`src/rtl/ula_pkg.sv`:
```
// Shared types and the saturation helper for the sequential ULA.
package ula_pkg;

  localparam int unsigned SAT_W = 64;

  typedef enum logic [2:0] {
    OP_AND = 3'b000,
    OP_OR  = 3'b001,
    OP_ADD = 3'b010,
    OP_SUB = 3'b011,
    OP_XOR = 3'b100,
    OP_SLT = 3'b101,
    OP_MUL = 3'b110,
    OP_RSV = 3'b111
  } op_t;

  typedef enum logic [1:0] {
    IDLE,
    BUSY,
    DONE
  } state_t;

  // Clamps to the most negative (sign=1) or most positive value of a
  // width-bit signed number; callers truncate the result to their width.
  function automatic logic [SAT_W-1:0] sat(input logic [SAT_W-1:0] value,
                                           input logic overflow,
                                           input logic sign,
                                           input int unsigned width);
    logic [SAT_W-1:0] minVal;
    minVal = SAT_W'(1) << (width - 1);
    if (!overflow) return value;
    return sign ? minVal : (minVal - SAT_W'(1));
  endfunction

endpackage

```
`src/rtl/ula_seq_if.sv`:
```
// Operand/result handshake bundle between a sequencer (master) and ula_seq (slave).
interface ula_seq_if #(
  parameter int Bits = 8
);
  import ula_pkg::*;

  logic            in_valid;
  logic            in_ready;
  logic [Bits-1:0] A;
  logic [Bits-1:0] B;
  logic [2:0]      F;
  logic            out_valid;
  logic            out_ready;
  logic [Bits-1:0] Saida;
  logic            FLAG_O;
  logic            FLAG_Z;
  logic            FLAG_N;

  modport master (
    output in_valid, A, B, F, out_ready,
    input  in_ready, out_valid, Saida, FLAG_O, FLAG_Z, FLAG_N
  );

  modport slave (
    input  in_valid, A, B, F, out_ready,
    output in_ready, out_valid, Saida, FLAG_O, FLAG_Z, FLAG_N
  );

endinterface

```
`src/rtl/ula_mul_seq.sv`:
```
// Iterative signed multiplier: magnitude shift-add over Bits cycles, sign fixed at the output.
module ula_mul_seq
  import ula_pkg::*;
#(
  parameter int Bits = 8
) (
  input  logic              clk,
  input  logic              reset,
  input  logic              start_i,
  input  logic [Bits-1:0]   a_i,
  input  logic [Bits-1:0]   b_i,
  output logic              done_o,
  output logic [2*Bits-1:0] product_o
);

  localparam int MSB = Bits - 1;
  localparam int CW  = $clog2(Bits + 1);

  logic              busy_q, busy_d;
  logic              neg_q, neg_d;
  logic [CW-1:0]     cnt_q, cnt_d;
  logic [2*Bits-1:0] acc_q, acc_d;
  logic [2*Bits-1:0] mcand_q, mcand_d;
  logic [Bits-1:0]   mplier_q, mplier_d;
  logic [Bits-1:0]   magA, magB;

  // Magnitude of -2^(Bits-1) is 2^(Bits-1), which still fits unsigned.
  assign magA = a_i[MSB] ? -a_i : a_i;
  assign magB = b_i[MSB] ? -b_i : b_i;

  // The first partial product is folded into the start cycle so the
  // product is complete Bits cycles after start.
  always_comb begin
    busy_d   = busy_q;
    neg_d    = neg_q;
    cnt_d    = cnt_q;
    acc_d    = acc_q;
    mcand_d  = mcand_q;
    mplier_d = mplier_q;
    if (start_i) begin
      busy_d   = 1'b1;
      neg_d    = a_i[MSB] ^ b_i[MSB];
      cnt_d    = CW'(1);
      acc_d    = magB[0] ? {{Bits{1'b0}}, magA} : '0;
      mcand_d  = {{(Bits-1){1'b0}}, magA, 1'b0};
      mplier_d = magB >> 1;
    end else if (busy_q) begin
      if (cnt_q == CW'(Bits)) begin
        busy_d = 1'b0;
      end else begin
        if (mplier_q[0]) acc_d = acc_q + mcand_q;
        mcand_d  = mcand_q << 1;
        mplier_d = mplier_q >> 1;
        cnt_d    = cnt_q + CW'(1);
      end
    end
  end

  always_ff @(posedge clk) begin
    if (reset) begin
      busy_q   <= 1'b0;
      neg_q    <= 1'b0;
      cnt_q    <= '0;
      acc_q    <= '0;
      mcand_q  <= '0;
      mplier_q <= '0;
    end else begin
      busy_q   <= busy_d;
      neg_q    <= neg_d;
      cnt_q    <= cnt_d;
      acc_q    <= acc_d;
      mcand_q  <= mcand_d;
      mplier_q <= mplier_d;
    end
  end

  assign done_o    = busy_q && (cnt_q == CW'(Bits));
  assign product_o = neg_q ? -acc_q : acc_q;

endmodule

```
`src/rtl/ula_seq.sv`:
```
// Sequential signed ULA with valid/ready handshake and registered flags.
// Define ULA_SAT_EN to clamp ADD/SUB/MUL on overflow instead of wrapping.
module ula_seq
  import ula_pkg::*;
#(
  parameter int Bits = 8
) (
  input logic        clk,
  input logic        reset,
  ula_seq_if.slave   bus
);

  localparam int MSB = Bits - 1;

  state_t            state_q, state_d;
  logic [Bits-1:0]   saida_q, saida_d;
  logic              flagO_q, flagO_d;
  logic              flagZ_q, flagZ_d;
  logic              flagN_q, flagN_d;

  op_t               op;
  logic              inReady;
  logic              accept;
  logic              isMul;
  logic              mulStart;
  logic              mulDone;
  logic              loadAlu;
  logic              loadMul;
  logic [2*Bits-1:0] mulProd;
  logic [Bits-1:0]   sum, diff;
  logic [Bits-1:0]   aluRes, mulRes;
  logic              aluOv, mulOv;

  assign op      = op_t'(bus.F);
  assign isMul   = (op == OP_MUL);
  assign inReady = (state_q == IDLE) || ((state_q == DONE) && bus.out_ready);
  assign accept  = bus.in_valid && inReady;

  ula_mul_seq #(.Bits(Bits)) u_mul (
    .clk       (clk),
    .reset     (reset),
    .start_i   (mulStart),
    .a_i       (bus.A),
    .b_i       (bus.B),
    .done_o    (mulDone),
    .product_o (mulProd)
  );

  // Single-cycle ops; the true sign of an ADD/SUB overflow is A's sign.
  always_comb begin
    sum    = bus.A + bus.B;
    diff   = bus.A - bus.B;
    aluRes = '0;
    aluOv  = 1'b0;
    case (op)
      OP_AND: aluRes = bus.A & bus.B;
      OP_OR:  aluRes = bus.A | bus.B;
      OP_XOR: aluRes = bus.A ^ bus.B;
      OP_SLT: aluRes = {{(Bits-1){1'b0}}, ($signed(bus.A) < $signed(bus.B))};
      OP_ADD: begin
        aluOv = (bus.A[MSB] == bus.B[MSB]) && (sum[MSB] != bus.A[MSB]);
`ifdef ULA_SAT_EN
        aluRes = Bits'(sat(SAT_W'(sum), aluOv, bus.A[MSB], Bits));
`else
        aluRes = sum;
`endif
      end
      OP_SUB: begin
        aluOv = (bus.A[MSB] != bus.B[MSB]) && (diff[MSB] != bus.A[MSB]);
`ifdef ULA_SAT_EN
        aluRes = Bits'(sat(SAT_W'(diff), aluOv, bus.A[MSB], Bits));
`else
        aluRes = diff;
`endif
      end
      OP_RSV: aluOv = 1'b1;
      default: aluRes = '0;
    endcase
  end

  // The product fits Bits signed only if its top Bits+1 bits are all equal.
  always_comb begin
    mulOv = !(&mulProd[2*Bits-1:MSB]) && (|mulProd[2*Bits-1:MSB]);
`ifdef ULA_SAT_EN
    mulRes = Bits'(sat(SAT_W'(mulProd[MSB:0]), mulOv, mulProd[2*Bits-1], Bits));
`else
    mulRes = mulProd[MSB:0];
`endif
  end

  always_comb begin
    state_d  = state_q;
    saida_d  = saida_q;
    flagO_d  = flagO_q;
    flagZ_d  = flagZ_q;
    flagN_d  = flagN_q;
    mulStart = 1'b0;
    loadAlu  = 1'b0;
    loadMul  = 1'b0;
    case (state_q)
      IDLE, DONE: begin
        if (accept) begin
          if (isMul) begin
            state_d  = BUSY;
            mulStart = 1'b1;
          end else begin
            state_d = DONE;
            loadAlu = 1'b1;
          end
        end else if ((state_q == DONE) && bus.out_ready) begin
          state_d = IDLE;
        end
      end
      BUSY: begin
        if (mulDone) begin
          state_d = DONE;
          loadMul = 1'b1;
        end
      end
      default: state_d = IDLE;
    endcase
    if (loadAlu) begin
      saida_d = aluRes;
      flagO_d = aluOv;
    end else if (loadMul) begin
      saida_d = mulRes;
      flagO_d = mulOv;
    end
    if (loadAlu || loadMul) begin
      flagZ_d = (saida_d == '0);
      flagN_d = saida_d[MSB];
    end
  end

  always_ff @(posedge clk) begin
    if (reset) begin
      state_q <= IDLE;
      saida_q <= '0;
      flagO_q <= 1'b0;
      flagZ_q <= 1'b0;
      flagN_q <= 1'b0;
    end else begin
      state_q <= state_d;
      saida_q <= saida_d;
      flagO_q <= flagO_d;
      flagZ_q <= flagZ_d;
      flagN_q <= flagN_d;
    end
  end

  assign bus.in_ready  = inReady;
  assign bus.out_valid = (state_q == DONE);
  assign bus.Saida     = saida_q;
  assign bus.FLAG_O    = flagO_q;
  assign bus.FLAG_Z    = flagZ_q;
  assign bus.FLAG_N    = flagN_q;

endmodule
```
`src/flat_wrapper.sv`:
```
// flat-port wrapper written by rule: the top's interface ports become plain ports
module ula_seq_flat import ula_pkg::*;
#(
  parameter int Bits = 8
)
  (clk, reset, bus_in_valid, bus_A, bus_B, bus_F, bus_out_ready, bus_in_ready, bus_out_valid, bus_Saida, bus_FLAG_O, bus_FLAG_Z, bus_FLAG_N);
  ula_seq_if #(.Bits(Bits)) bus_i ();
  input logic clk;
  input logic reset;
  input wire logic [$bits(bus_i.in_valid)-1:0] bus_in_valid;
  input wire logic [$bits(bus_i.A)-1:0] bus_A;
  input wire logic [$bits(bus_i.B)-1:0] bus_B;
  input wire logic [$bits(bus_i.F)-1:0] bus_F;
  input wire logic [$bits(bus_i.out_ready)-1:0] bus_out_ready;
  output wire logic [$bits(bus_i.in_ready)-1:0] bus_in_ready;
  output wire logic [$bits(bus_i.out_valid)-1:0] bus_out_valid;
  output wire logic [$bits(bus_i.Saida)-1:0] bus_Saida;
  output wire logic [$bits(bus_i.FLAG_O)-1:0] bus_FLAG_O;
  output wire logic [$bits(bus_i.FLAG_Z)-1:0] bus_FLAG_Z;
  output wire logic [$bits(bus_i.FLAG_N)-1:0] bus_FLAG_N;
  assign bus_i.in_valid = bus_in_valid;
  assign bus_i.A = bus_A;
  assign bus_i.B = bus_B;
  assign bus_i.F = bus_F;
  assign bus_i.out_ready = bus_out_ready;
  assign bus_in_ready = bus_i.in_ready;
  assign bus_out_valid = bus_i.out_valid;
  assign bus_Saida = bus_i.Saida;
  assign bus_FLAG_O = bus_i.FLAG_O;
  assign bus_FLAG_Z = bus_i.FLAG_Z;
  assign bus_FLAG_N = bus_i.FLAG_N;
  ula_seq #(.Bits(Bits)) u_core (.clk(clk), .reset(reset), .bus(bus_i));
endmodule
```
`config.mk`:
```
export PLATFORM = sky130hd
export DESIGN_NAME = ula_seq_flat
export DESIGN_NICKNAME = d
export VERILOG_FILES = /design/src/rtl/ula_pkg.sv /design/src/rtl/ula_seq_if.sv /design/src/rtl/ula_mul_seq.sv /design/src/rtl/ula_seq.sv /design/src/flat_wrapper.sv
export SDC_FILE = /design/constraint.sdc
export NUM_CORES = 1
export LEC_CHECK = 0
export CAP_MARGIN = 20
export CORE_UTILIZATION = 30
export CTS_CLUSTER_SIZE = 28
export DETAILED_ROUTE_END_ITERATION = 8
export PLACE_DENSITY = 0.54
export SYNTH_ARGS = -nofsm -noshare
export SYNTH_HDL_FRONTEND = slang
export SYNTH_SLANG_ARGS = --single-unit
```
`constraint.sdc`:
```
create_clock -name clk -period 2.4 [get_ports clk]
set_input_delay 0.48 -clock clk [delete_from_list [all_inputs] [get_ports clk]]
set_output_delay 0.48 -clock clk [all_outputs]
set_load 0.01 [all_outputs]
```
[After elaboration in Yosys (flattened, before gate mapping)]
Cells that the tools add are included.
Storage, ports and cells
  input port bits: 23
  flip-flop bits (word level): 57
  output and inout port bits: 13
Cells by class
  reductions and logical operators: 23
  equality and inequality tests: 17
  bitwise gates (word level): 5
  muxes and demuxes: 39
  add/sub/neg operators: 7
  order comparisons: 1
Operators by type and width (count)
  $mux W16: 5
  $pmux W8 S6: 1
  $mux W8: 5
  $mux W9: 3
  $mux W7: 3
  $add A16 B16 Y16: 1
  $mux W1: 16
  $neg A16 Y16: 1
  $neg A8 Y8: 2
  $eq A3 B3 Y1 const B: 4
  $reduce_and A9 Y1: 1
  $reduce_or A9 Y1: 1
  $add A8 B8 Y8: 1
  $and A8 B8 Y8: 1
  $logic_not A8 Y1: 1
  $lt A8 B8 Y1: 1
  $mux W2: 4
  $or A8 B8 Y8: 1
  $sub A8 B8 Y8: 1
  $xor A8 B8 Y8: 1
  $eq A3 B2 Y1 const B: 2
  $logic_and A1 B1 Y1: 6
  $reduce_and A2 Y1: 3
  $reduce_bool A2 Y1: 3
  other kinds (19): 24

[Depth between registers and ports, before layout]
  depth in word-level cells: 8
  gate-level depth with buffers: 11
  gate-level depth less buffers: 10

[Modules after synthesis]
Synthesis repeated with hierarchy kept, for this count alone.
Unflattened totals
  cells, all modules: 636
  area total of the unflattened synthesis: 4759.6 um^2
By module, submodules not included
  ula_mul_seq: area each 3030.4 um^2, seq. area each 880.8 um^2, cells each 403, instances 1
  ula_seq: area each 1729.2 um^2, seq. area each 260.2 um^2, cells each 233, instances 1

[Least setup slack after synthesis]
Ideal clock, no wire load.
  kind: input port to flip-flop
  start point: input bus_B[3]
  end point: register u_core.flagZ_q (netlist: u_core.bus.FLAG_Z)
  buffers on the path: 1
  arrival: 2.433 ns
  stages: 10
  data required time: 2.283 ns
  slack: -0.151 ns
  cell sequence: inv_1 ha_1 clkbuf_1 nor2b_1 or3_1 a221oi_1 mux2i_1 o21ai_0 a31oi_1 a32o_2
On the way
  word-level cells in the longest chain between the ends: 4
RTL lines
  start, declared: RTL line flat_wrapper.sv:12  | input wire logic [$bits(bus_i.B)-1:0] bus_B;
  $sub A8 B8 Y8 (tied with other cells): RTL line ula_seq.sv:52  | diff = bus.A - bus.B;
  $pmux W8 S6 (*): RTL line ula_seq.sv:55  | case (op)
  $mux W8 (*): RTL line ula_seq.sv:122  | if (loadAlu) begin
  $logic_not A8 Y1 (*): RTL line ula_seq.sv:130  | flagZ_d = (saida_d == '0);
  end signal, assigned: RTL line ula_seq.sv:146  | flagZ_q <= flagZ_d;
  end, declared: RTL line ula_seq.sv:18  | logic flagZ_q, flagZ_d;
Mark *: on every way between the ends. The rest lies on a longest branch, timed or not.
A chain may end at the register's enable or synchronous reset.

[Worst setup path in the final report]
  start point: input bus_A[0]
  end point: register u_core.flagZ_q (netlist: u_core.bus.FLAG_Z)
On the way
  word-level cells in the longest chain between the ends: 4
RTL lines
  start, declared: RTL line flat_wrapper.sv:11  | input wire logic [$bits(bus_i.A)-1:0] bus_A;
  $sub A8 B8 Y8 (tied with other cells): RTL line ula_seq.sv:52
  $pmux W8 S6 (*): RTL line ula_seq.sv:55
  $mux W8 (*): RTL line ula_seq.sv:122
  $logic_not A8 Y1 (*): RTL line ula_seq.sv:130
Marked as above.

==> results.toml <==
[critical_path]
worstSetupPathType = "in -> reg"
crit_buf_inv = 3
cp.required_ns = 2.68
worstPathMaxFanout = 2
slowest_stage = "fa_2"
slowest_delay_ns = 0.40
end_kind = "flop"
r2r-start = "u_core.u_mul.cnt_q[0]"
worstPathCellList = "clkdlybuf4s15_2, inv_2, ha_4, fa_2, nor3_1, or3_4, a221oi_4, buf_4, o21ai_0, nand3_1, nor4_1, a32o_2"
arrival_ns = 2.64
crit_family = "simple AND/OR/NAND/NOR gates"
startpoint_type = "input pin"
startpoint = "bus_A[0]"

[global_route]
grt_first_pass_wirelength_mm = 26.23
antenna_found_initial = 0
met1_usage_pct = 24.53
overflow = 0
top_usage_layer = "met2"
grt_max_degree = 36
grt_util_met3_pct = 3.318
grtUsageMet2_pct = 31.32
grt.total_usage_pct = 18.82
grt_pass1_vias = 5211

[synthesis]
yosys.area.top_type_share_pct = 22.80
synth-warning-count = 0
async_flop_share_pct = 0
synth.distinct_cells = 73
synthTopCellsByArea = "dfxtp_1 23%, ha_1 12%, nand2_1 6.8%"
netlist_instances = 663
synth_area_um2 = 5005
synth_seq_cells = 57
synth-edff-count = 0
syn_nets = 735
synth_top_area_cell = "dfxtp_1"
avgSynthCellArea_um2 = 7.549
synth_ff_type = "dfxtp_1"
synth-seq-area-share_pct = 22.80

[routing]
via_per_inst = 5.284
drtIter0Drc = 514
firstDrtPassIters = 5
final_antenna_net_count = 0
drt-wirelength-per-cell_um = 16.15
vias = 5374
drc = 0
wl_mm = 16.43

[sta]
fin_skew_ns = 0.009980
max-slew-margin-rel_pct = 54.83
fin_crit_ns = 2.363
rsz0062_at_grt = "yes"
max_freq_ghz = 0.4233
fin_crit_sh_pct = 98.44
drv_slew = 0
setup_viol = 0
hold_violations = 0
worst_slew_pin_slew_ns = 0.6759
timing.hold.ws_ns = 0.4585

[cts]
cts_hold_buf = 0
cts-root-buf = "clkbuf_16"
cts.htree.levels = 3
clkLatencyLatePin_ns = 0.34
cts.sinks = 57
cts_tree = "done"
cts.clk_slew.worst_paths_ns = 0.05
cts_buffers = 9
clock_path_buffers = 2

[run_status]
status = "completed"

[cells_and_area]
nNetsFinal = 868
regArea_um2 = 1149
n_fill_cell = 1567
fin_area_um2 = 7064
finalNonFillerCells = 1017
drive_above_1_share_pct = 26.59
multi_input_area_um2 = 3889
final_core_util_pct = 43.99
area_growth_pct = 41.15
n_antenna_cell = 0

[power]
leakage_nw = 2.971
p_seq_share_pct = 31.3
power_frac_comb_pct = 25.1
power.switching_uw = 885.8
pwr-share-clk_pct = 43.6
switching_share_pct = 27.72
cellInternalPower_mw = 2.309
peakVddDrop_mv = 0.3090
power.density_nw_per_um2 = 452.3

[die]
die_area_um2 = 17200
initial_core_util_pct = 31.17
die_h_um = 131.2
num_rows = 46
io_pins = 36
coreArea_um2 = 16060
die_w_um = 131.2

[placement]
io_buffers = 35
dp_cells = 996
gp_congestion = 0.9031
place_area_um2 = 6387
hpwl_mm = 12.70

[hold_path]
worst_hold_path_type = "reg -> reg"
worstHoldStart = "u_core.bus.Saida[1]"

[job]
cap_viol_max_count = 0
through the flow:
stage | power, mW | TNS, ns | setup slack (ns)
after floorplan | 1.398 | 0 | 0.009251
after global placement | 1.743 | -4.775 | -0.7428
after detailed placement | 1.748 | -5.071 | -0.7436
after CTS | 3.206 | 0 | 0.002925
after global routing | 3.332 | -0.03311 | -0.03311
final | 3.195 | 0 | 0.03736
Yosys cell counts, drive strengths merged (5+ instances only):
library cell,n
a21o,6
o21ai,23
a22oi,5
or3,8
nand2b,11
nand3,18
clkbuf,32
a31oi,8
a311oi,13
and3,10
xnor2,22
nor2,49
o22ai,6
o211ai,5
xor2,9
buf,8
a211o,6
nor3,29
nor4,7
ha,46
o31ai,11
a21oi,45
nor2b,16
nand2,90
nand3b,7
dfxtp,57
inv,33
mux2i,10
cells by family (layout without fill, tap and decap cells):
logic type               after synthesis  in the layout  share of synthesized area (%)
multiplexers                          14             14                          2.900
buffers and inverters                 74            212                          5.875
AND/OR/NAND/NOR                      265            265                          26.03
adder cells (fa/ha/maj)               49             49                          12.70
XOR/XNOR                              31             31                          5.425
AO/OA/AOI/OAI                        173            173                          24.28
flip-flops                            57             57                          22.80
routing by layer:
layer	routed length, µm	vias up
li1	-	2681
met1	7552	2520
met2	7872	146
met3	705	27
met4	297	0
met5	0	-
final timing paths:
path | end | depth (start not counted) | slack [ns]
min | u_core.bus.Saida[1] | 2 | 0.46
max | u_core.bus.FLAG_Z | 12 | 0.04
max reg2reg | u_core.bus.FLAG_Z | 10 | 0.05
min reg2reg | u_core.bus.Saida[1] | 2 | 0.46
placed cells by master (no fill, tap or decap), types with 19 or more instances in the layout:
cell / n
inv_1: 25
ha_1: 36
dfxtp_1: 53
nor2_1: 49
buf_4: 124
nand2_1: 90
xnor2_1: 22
nor3_1: 26
a21oi_1: 42
o21ai_0: 19
clkdlybuf4s50_1: 19
power groups by stage:
| stage | Combinational (mW) | Clock (mW) | Sequential (mW) |
|---|---|---|---|
| after floorplan | 0.378 | 0 | 1.02 |
| after global placement | 0.724 | 0 | 1.02 |
| after detailed placement | 0.729 | 0 | 1.02 |
| after CTS | 0.787 | 1.42 | 1.00 |
| after global routing | 0.871 | 1.46 | 1.00 |
| final | 0.803 | 1.39 | 1.00 |
flip-flops by register name (all words and copies together), names as in the netlist:
signal,count
u_core.bus.FLAG_N,1
u_core.bus.FLAG_O,1
u_core.bus.FLAG_Z,1
u_core.bus.Saida,8
u_core.state_q,2
u_core.u_mul.acc_q,16
u_core.u_mul.busy_q,1
u_core.u_mul.cnt_q,4
u_core.u_mul.mcand_q,15
u_core.u_mul.mplier_q,7
u_core.u_mul.neg_q,1
worst register-to-register path: stages, from the launching register on:
cell	delay (ns)
dfxtp_2	0.34
inv_1	0.06
ha_1	0.16
and4b_2	0.31
and2_4	0.17
nor2_1	0.05
buf_4	0.16
a222oi_1	0.38
o311ai_2	0.18
nor4_1	0.30
a32o_2	0.19
area by class of cell:
class | count | area share [%]
multi-input combinational | 532 | 55.05
clock inverter | 5 | 1.116
sequential | 57 | 16.26
clock buffer | 11 | 3.436
inverter | 34 | 1.824
tap | 216 | 3.826
timing repair buffer | 162 | 18.49
repair_timing:
action	in CTS	in global routing
setup endpoints to repair	7	6
pin swaps	23	18
gates resized for setup	67	29
buffers inserted	2	3
gates cloned	0	0
hold endpoints to repair	0	0
Note: power is estimated with default switching activity, not from simulation.
